$ cat src/rtl/lsu.sv
// rtl/lsu.sv - load/store unit: checks and issues one data-memory access at a time, returns extended load data
module lsu #(
    parameter int MEM_BYTES = 21
) (
    input  logic        clk,
    input  logic        rst,
    input  logic        req_valid_i,
    output logic        req_ready_o,
    input  logic        is_store_i,
    input  logic [2:0]  funct3_i,
    input  logic [31:0] addr_i,
    input  logic [31:0] wdata_i,
    output logic        rsp_valid_o,
    input  logic        rsp_ready_i,
    output logic [31:0] rdata_o,
    output logic        err_o,
    output logic        memRW_o,
    output logic [1:0]  dataSec_o,
    output logic [31:0] dataW_o,
    output logic [31:0] addr_o,
    input  logic [31:0] data_i
);

    typedef enum logic [1:0] {IDLE, ACCESS, CAPTURE, RESP} state_t;

    state_t      state;
    logic        is_store_q;
    logic [2:0]  funct3_q;
    logic [2:0]  size;
    logic [32:0] last_byte;
    logic        illegal;
    logic        sext;
    logic [31:0] load_val;

    assign req_ready_o = (state == IDLE) && !rst;

    // The last touched byte is formed at 33 bits so addresses near 2^32 cannot wrap into range.
    always_comb begin
        case (funct3_i[1:0])
            2'b00:   size = 3'd1;
            2'b01:   size = 3'd2;
            default: size = 3'd4;
        endcase
        last_byte = {1'b0, addr_i} + {30'd0, size} - 33'd1;
        illegal   = (funct3_i[1:0] == 2'b11)
                  || (funct3_i == 3'b110)
                  || (is_store_i && funct3_i[2])
                  || ((funct3_i[1:0] == 2'b01) && addr_i[0])
                  || ((funct3_i[1:0] == 2'b10) && (addr_i[1:0] != 2'b00))
                  || (last_byte > 33'(MEM_BYTES - 1));
    end

    always_comb begin
        sext = !funct3_q[2];
        case (funct3_q[1:0])
            2'b00:   load_val = {{24{sext & data_i[31]}}, data_i[31:24]};
            2'b01:   load_val = {{16{sext & data_i[31]}}, data_i[31:16]};
            default: load_val = data_i;
        endcase
    end

    always_ff @(posedge clk or posedge rst) begin
        if (rst) begin
            state       <= IDLE;
            is_store_q  <= 1'b0;
            funct3_q    <= 3'b000;
            rsp_valid_o <= 1'b0;
            rdata_o     <= 32'd0;
            err_o       <= 1'b0;
            memRW_o     <= 1'b0;
            dataSec_o   <= 2'b11;
            dataW_o     <= 32'd0;
            addr_o      <= 32'd0;
        end else begin
            case (state)
                IDLE: begin
                    if (req_valid_i) begin
                        is_store_q <= is_store_i;
                        funct3_q   <= funct3_i;
                        if (illegal) begin
                            state       <= RESP;
                            rsp_valid_o <= 1'b1;
                            err_o       <= 1'b1;
                            rdata_o     <= 32'd0;
                        end else begin
                            state     <= ACCESS;
                            addr_o    <= addr_i;
                            dataSec_o <= funct3_i[1:0];
                            memRW_o   <= is_store_i;
                            dataW_o   <= wdata_i;
                        end
                    end
                end
                ACCESS: begin
                    memRW_o   <= 1'b0;
                    dataSec_o <= 2'b11;
                    if (is_store_q) begin
                        state       <= RESP;
                        rsp_valid_o <= 1'b1;
                        err_o       <= 1'b0;
                        rdata_o     <= 32'd0;
                    end else begin
                        state <= CAPTURE;
                    end
                end
                CAPTURE: begin
                    rdata_o     <= load_val;
                    err_o       <= 1'b0;
                    rsp_valid_o <= 1'b1;
                    state       <= RESP;
                end
                RESP: begin
                    if (rsp_ready_i) begin
                        rsp_valid_o <= 1'b0;
                        err_o       <= 1'b0;
                        rdata_o     <= 32'd0;
                        state       <= IDLE;
                    end
                end
                default: state <= IDLE;
            endcase
        end
    end

endmodule

$ cat config.mk
export PLATFORM = sky130hd
export DESIGN_NAME = lsu
export DESIGN_NICKNAME = d
export VERILOG_FILES = /design/src/rtl/lsu.sv
export SDC_FILE = /design/constraint.sdc
export NUM_CORES = 1
export LEC_CHECK = 0
export CAP_MARGIN = 30
export CORE_ASPECT_RATIO = 0.5
export CORE_MARGIN = 4
export CORE_UTILIZATION = 52
export CTS_BUF_LIST = sky130_fd_sc_hd__clkbuf_4 sky130_fd_sc_hd__clkbuf_8 sky130_fd_sc_hd__clkbuf_16
export CTS_CLUSTER_DIAMETER = 30
export DETAILED_ROUTE_END_ITERATION = 12
export MAX_ROUTING_LAYER = met4
export PLACE_DENSITY = 0.87
export SETUP_SLACK_MARGIN = 0.4
export SYNTH_ARGS = -nofsm -noshare
export SYNTH_HDL_FRONTEND = slang
export SYNTH_SLANG_ARGS = --single-unit
export TNS_END_PERCENT = 10
$ cat constraint.sdc
create_clock -name clk -period 8.7 [get_ports clk]
set_input_delay 1.74 -clock clk [delete_from_list [all_inputs] [get_ports clk]]
set_output_delay 1.74 -clock clk [all_outputs]
set_load 0.01 [all_outputs]
**Word-level counts from Yosys, hierarchy flattened**

Index checks and enable logic that the tools add are counted.

- Register bits: 107
- Latch bits: 0
- RAM bits: 0
- Bits in read-only memories: 0
- Bits of input ports: 104
- Output and inout bits: 102
- Logic and storage cells: 74
- Memories kept: 0

- Add/subtract/negate cells: 2
- Multipliers: 0
- Divide/modulo/power cells: 0
- $lt $le $gt $ge: 1
- Equal/unequal tests: 13
- Shift operators: 0
- Multiplexer cells: 25
- Bitwise logic cells: 2
- Reductions and logical operators: 21

Operator list:

| kind | count |
|---|---|
| two-way mux 32 bit | 4 |
| one-hot mux 32 bit (4 select lines) | 1 |
| one-hot mux 32 bit (2 select lines) | 1 |
| adder 32 x 3 -> 33 bit | 1 |
| > comparator 33 x 5 -> 1 bit (second input constant) | 1 |
| subtractor 33 x 1 -> 33 bit (second input constant) | 1 |
| two-way mux 2 bit | 5 |
| != test 2 bit (second input constant) | 5 |
| equality test 2 bit (second input constant) | 4 |
| two-way mux 1 bit | 8 |
| one-hot mux 1 bit (4 select lines) | 2 |
| one-hot mux 2 bit (4 select lines) | 1 |
| equality test 2 x 1 -> 1 bit (second input constant) | 3 |
| logical NOT 2 bit | 3 |
| one-hot mux 3 bit (2 select lines) | 1 |
| AND reduction 3 bit | 2 |
| logical OR 1 bit | 5 |
| logical AND 1 bit | 4 |
| one-hot mux 2 bit (2 select lines) | 1 |
| AND reduction 2 bit | 2 |
| AND reduction 4 bit | 1 |
| nonzero test 2 bit | 2 |
| equality test 3 bit (second input constant) | 1 |
| logical NOT 1 bit | 2 |
| other kinds (3) | 3 |

**Depth between registers and ports, before layout**

- Word-level depth: 9
- Mapped depth: 19
- Mapped depth without buffers: 17

**Least setup slack after synthesis**

No wires, ideal clock.

- Kind: input-to-reg
- Start: in funct3_i[0]
- End: reg rdata_o[31]
- Setup time: 125 ps
- Data arrival time: 5349 ps
- Data required time: 8575 ps
- Setup slack: 3226 ps
- Cell stages on the path: 18
- Buffers on the path: 2
- Cells stage by stage: or2_2 ha_1 inv_1 ha_1 inv_1 fa_1 nor2b_1 o31a_1 o21ai_0 mux2_2 a211oi_1 o2111ai_1 or4_1 or2_0 o21a_1 buf_6 buf_8 mux2_4

- Word-level cells in the longest chain between the ends: 8
- Elaborated cells on any way between the ends: 18
- Those cells by class: add/sub: 2; order compare: 1; eq/ne: 5; mux: 1; reduce/logical: 9

RTL lines:

| element | RTL line | text |
|---|---|---|
| start: declaration | 10 | `input logic [2:0] funct3_i,` |
| equality test 2 x 1 -> 1 bit, or another cell as far along | 39, 48 |  |
| one-hot mux 3 bit (2 select lines) / logical OR 1 bit (equally long branches) | 39, 46 |  |
| adder 32 x 3 -> 33 bit / logical OR 1 bit (equally long branches) | 44, 47 |  |
| subtractor 33 x 1 -> 33 bit / logical OR 1 bit (equally long branches) | 44, 48 |  |
| > comparator 33 x 5 -> 1 bit / logical OR 1 bit (equally long branches) | 50, 49 |  |
| logical OR 1 bit * | 50 | `\|\| (last_byte > 33'(MEM_BYTES - 1));` |
| != test 2 bit (no source line) * | n/a |  |
| AND reduction 4 bit (no source line) * | n/a |  |
| end signal: assignment | 107 | `rdata_o <= load_val;` |
| end: declaration | 15 | `output logic [31:0] rdata_o,` |

Mark *: on every way between the ends. The rest lies on a longest branch, timed or not.
A chain may end at the register's enable or synchronous reset.

**Worst setup path after layout**

- Start: in funct3_i[0]
- End: reg dataW_o[23]

- Word-level cells in the longest chain between the ends: 8
- Elaborated cells on any way between the ends: 18
- Those cells by class: add/sub: 2; order compare: 1; eq/ne: 4; mux: 1; bitwise: 1; reduce/logical: 9

RTL lines:

| element | RTL line | text |
|---|---|---|
| equality test 2 x 1 -> 1 bit, or another cell as far along | 39, 48 |  |
| one-hot mux 3 bit (2 select lines) / logical OR 1 bit (equally long branches) | 39, 46 |  |
| adder 32 x 3 -> 33 bit / logical OR 1 bit (equally long branches) | 44, 47 |  |
| subtractor 33 x 1 -> 33 bit / logical OR 1 bit (equally long branches) | 44, 48 |  |
| > comparator 33 x 5 -> 1 bit / logical OR 1 bit (equally long branches) | 50, 49 |  |
| logical OR 1 bit * | 50 |  |
| inverter 1 bit (no source line) * | n/a |  |
| AND reduction 3 bit (no source line) * | n/a |  |
| end signal: assignment | 90 | `dataW_o <= wdata_i;` |
| end: declaration | 19 | `output logic [31:0] dataW_o,` |

Marked as above.

==> flow_metrics.py <==
metrics = {
    "setup_path": {
        "start_kind": "input port",
        "worstReg2RegStart": "state[0]",
        "reg2reg_depth": 8,
        "cp_data_arrival_time_ns": 6.69,
        "reg2reg_slack_ns": 6.27,
        "critical_path_class": "in -> reg",
        "path_cells": "clkdlybuf4s50_1 -> or2_2 -> ha_1 -> inv_1 -> ha_1 -> inv_1 -> fa_1 -> nor2b_1 -> o31a_1 -> o21ai_0 -> o211a_1 -> and3_1 -> a2111oi_1 -> and3_1 -> nand4bb_4 -> buf_12 -> mux2_1",
        "critPathCaptureType": "flop",
        "crit_slowest_cell": "a2111oi_1",
        "cp_max_fo": 38,
        "crit_required_ns": 8.92,
        "crit_start": "funct3_i[0]",
        "regToRegEndpoint": "rdata_o[17]",
        "critPathMaxStageDelay_ns": 0.55,
    },
    "timing": {
        "setup_viol_count_final": 0,
        "finClkSkew_ns": 0.01141,
        "finalMaxSlewViolations": 0,
        "rsz0062_at_grt": "no",
        "final-hold-violation-count": 0,
        "max_slew.worst_pin.slew_ns": 0.8565,
        "min_period_ns": 6.464,
        "tns_ns": 0,
        "fmax_mhz": 154.7,
        "fin_crit_sh": 0.7430,
        "max_slew_margin": 0.4290,
    },
    "clocking": {
        "clock_latency_ns": 0.35,
        "clockRootBuffer": "clkbuf_16",
        "postCtsHoldBufs": 0,
        "clk_path_buf_depth": 2,
        "tritoncts": "yes",
        "path_clk_slew_ns": 0.08,
        "cts-resized-gates": 0,
        "cts_inserted_buffers": 9,
        "cts_htree_levels": 3,
        "postCtsSetupRepairBufs": 0,
        "clock-sinks": 107,
    },
    "routing": {
        "antenna_left": 0,
        "drc": 0,
        "wl_per_cell_um": 18.62,
        "viasPerCell": 5.753,
        "dr.pass1.iters": 5,
        "routed_wl_um": 21100,
        "dr.first_iter.drc_count": 498,
        "vias": 6518,
    },
    "global_route": {
        "grt_pass1_wl_um": 33790,
        "grt_pass1_vias": 6602,
        "grt_usage": 0.2703,
        "grt_max_degree": 56,
        "overflow": 0,
        "antenna_found_initial": 0,
    },
    "cells_and_area": {
        "synthToLayoutAreaGrowth_pct": 34.07,
        "fin_nets": 1102,
        "diodes": 0,
        "fillers": 928,
        "drive_gt1_frac": 0.1018,
        "final_util": 0.7327,
    },
    "worst_hold_path": {
        "hp-class": "reg -> reg",
        "min_from": "addr_o[10]",
        "holdPathStages": 2,
        "min_to": "addr_o[10]",
    },
    "synth": {
        "netlist_area_um2": 7099,
        "ys.flop_type": "dfrtp_1",
        "syn-num-nets": 924,
        "ys_seq_area_frac": 0.3775,
        "syn_inst": 780,
        "synth_area_per_cell_um2": 9.102,
        "yosys.area.top_type": "dfrtp_1",
        "ys.warnings.count": 0,
        "synth_area_leaders": "dfrtp_1 37%, ha_1 6.9%, mux2_2 6.0%",
        "yosysMostFrequentCell": "dfrtp_1",
        "synth.top_cell.area_share": 0.3701,
        "synth_edf_count": 0,
        "async_reset_ff_frac": 1.000,
        "yosys-top-cells-count": "105 x dfrtp_1, 85 x nand2_1, 81 x inv_1",
        "synth_seq_cells": 107,
        "ys_types": 70,
    },
    "floorplanning": {
        "initial_core_util": 0.5465,
        "fp.dieW_um": 173.2,
        "die-height_um": 90.62,
        "io_pins": 206,
        "core-area_um2": 12990,
        "num_rows": 29,
        "die_area_um2": 15700,
    },
    "power_and_ir_drop": {
        "p_leak_nw": 4.393,
        "ir_drop_v": 0.0001392,
        "powerDensity_nw_per_um2": 197.9,
    },
    "place": {
        "io_buffers": 205,
        "dp_hpwl_um": 16310,
        "place_congestion": 0.9334,
    },
    "status": {
        "status": "complete, no violations",
    },
    "run": {
        "maxCapViolCount": 0,
    },
}
## cells in the final DEF, fill, tap and decap left out, drive strengths merged, types with 5 or more instances in the layout
cell type,n
a211oi,6
a21boi,7
a21o,10
a21oi,64
a31oi,5
buf,5
clkbuf,10
clkdlybuf4s50,205
dfrtp,105
ha,39
inv,86
mux2,61
mux2i,10
nand2,85
nand3,11
nand4,18
nor2,30
nor2b,5
nor3,13
o211a,5
o211ai,21
o21a,7
o21ai,72
or3,5
or4,5
xnor2,9
## area by class of cell
| type | instances | area (µm²) | area share |
|---|---|---|---|
| clock buffers | 10 | 239.0 | 0.02511 |
| clock inverters | 6 | 62.56 | 0.006573 |
| inverters | 81 | 306.5 | 0.03221 |
| multi-input cells | 549 | 3902 | 0.4100 |
| flip-flops and latches | 107 | 2680 | 0.2816 |
| well taps | 170 | 212.7 | 0.02235 |
| repair buffers | 210 | 2115 | 0.2222 |
## registers in the layout (all words and copies together) (netlist names)
| name | flops |
|---|---|
| is_store_q | 1 |
| dataSec_o | 2 |
| funct3_q | 3 |
| memRW_o | 1 |
| dataW_o | 32 |
| err_o | 1 |
| rdata_o | 32 |
| rsp_valid_o | 1 |
| addr_o | 32 |
| state | 2 |
## worst max-delay path by stage
stage	slack [ns]	end
6_report	2.24	dataW_o[23]
5_1_grt	1.99	dataW_o[23]
4_1_cts	2.32	dataW_o[23]
3_5_place_dp	1.97	dataW_o[23]
3_3_place_gp	1.72	dataSec_o[0]
2_1_floorplan	3.23	rdata_o[31]
## layer usage
layer,vias to the layer above,share of wire,track usage
met1,3114,0.43,0.3392
met5,-,0,-
met4,0,0.030,0.09025
li1,3127,-,-
met2,229,0.48,0.4466
met3,48,0.056,0.04935
## report_power, final
part | total (mW) | switching [mW] | internal [mW]
Clock | 0.419 | 0.206 | 0.212
Combinational | 0.820 | 0.413 | 0.407
Sequential | 0.645 | 0.0759 | 0.569
Total | 1.88 | 0.695 | 1.19
## logic make-up (layout without fill, tap and decap cells)
group | Yosys count | in the layout | share of synthesized area
xor+xnor | 12 | 12 | 0.01481
mux | 71 | 71 | 0.1220
fa+ha+maj | 40 | 40 | 0.07155
buf+inv | 124 | 307 | 0.07525
compound gates | 232 | 232 | 0.2080
simple gates | 194 | 194 | 0.1309
flops | 107 | 107 | 0.3775
## through the flow
step / instances / setup slack, ns / power (mW) / area [µm²] / hold slack, ns
6_report: 1133 / 2.236 / 1.884 / 9518 / 0.4825
3_3_place_gp: 1114 / 1.715 / 1.420 / 9169 / 0.4611
2_1_floorplan: 780 / 3.226 / 1.190 / 7099 / 0.4975
5_1_grt: 1133 / 1.990 / 1.982 / 9518 / 0.5072
4_1_cts: 1133 / 2.317 / 1.882 / 9518 / 0.4851
3_5_place_dp: 1117 / 1.968 / 1.459 / 9216 / 0.4694
## worst max-delay path: cells and delay by family
kind,cells,cell delay (ns)
fa+ha+maj,3,0.76
mux,1,0.35
simple gates,5,1.48
buf+inv,4,0.98
compound gates,4,1.33
Power figures use the tool's default switching activity.
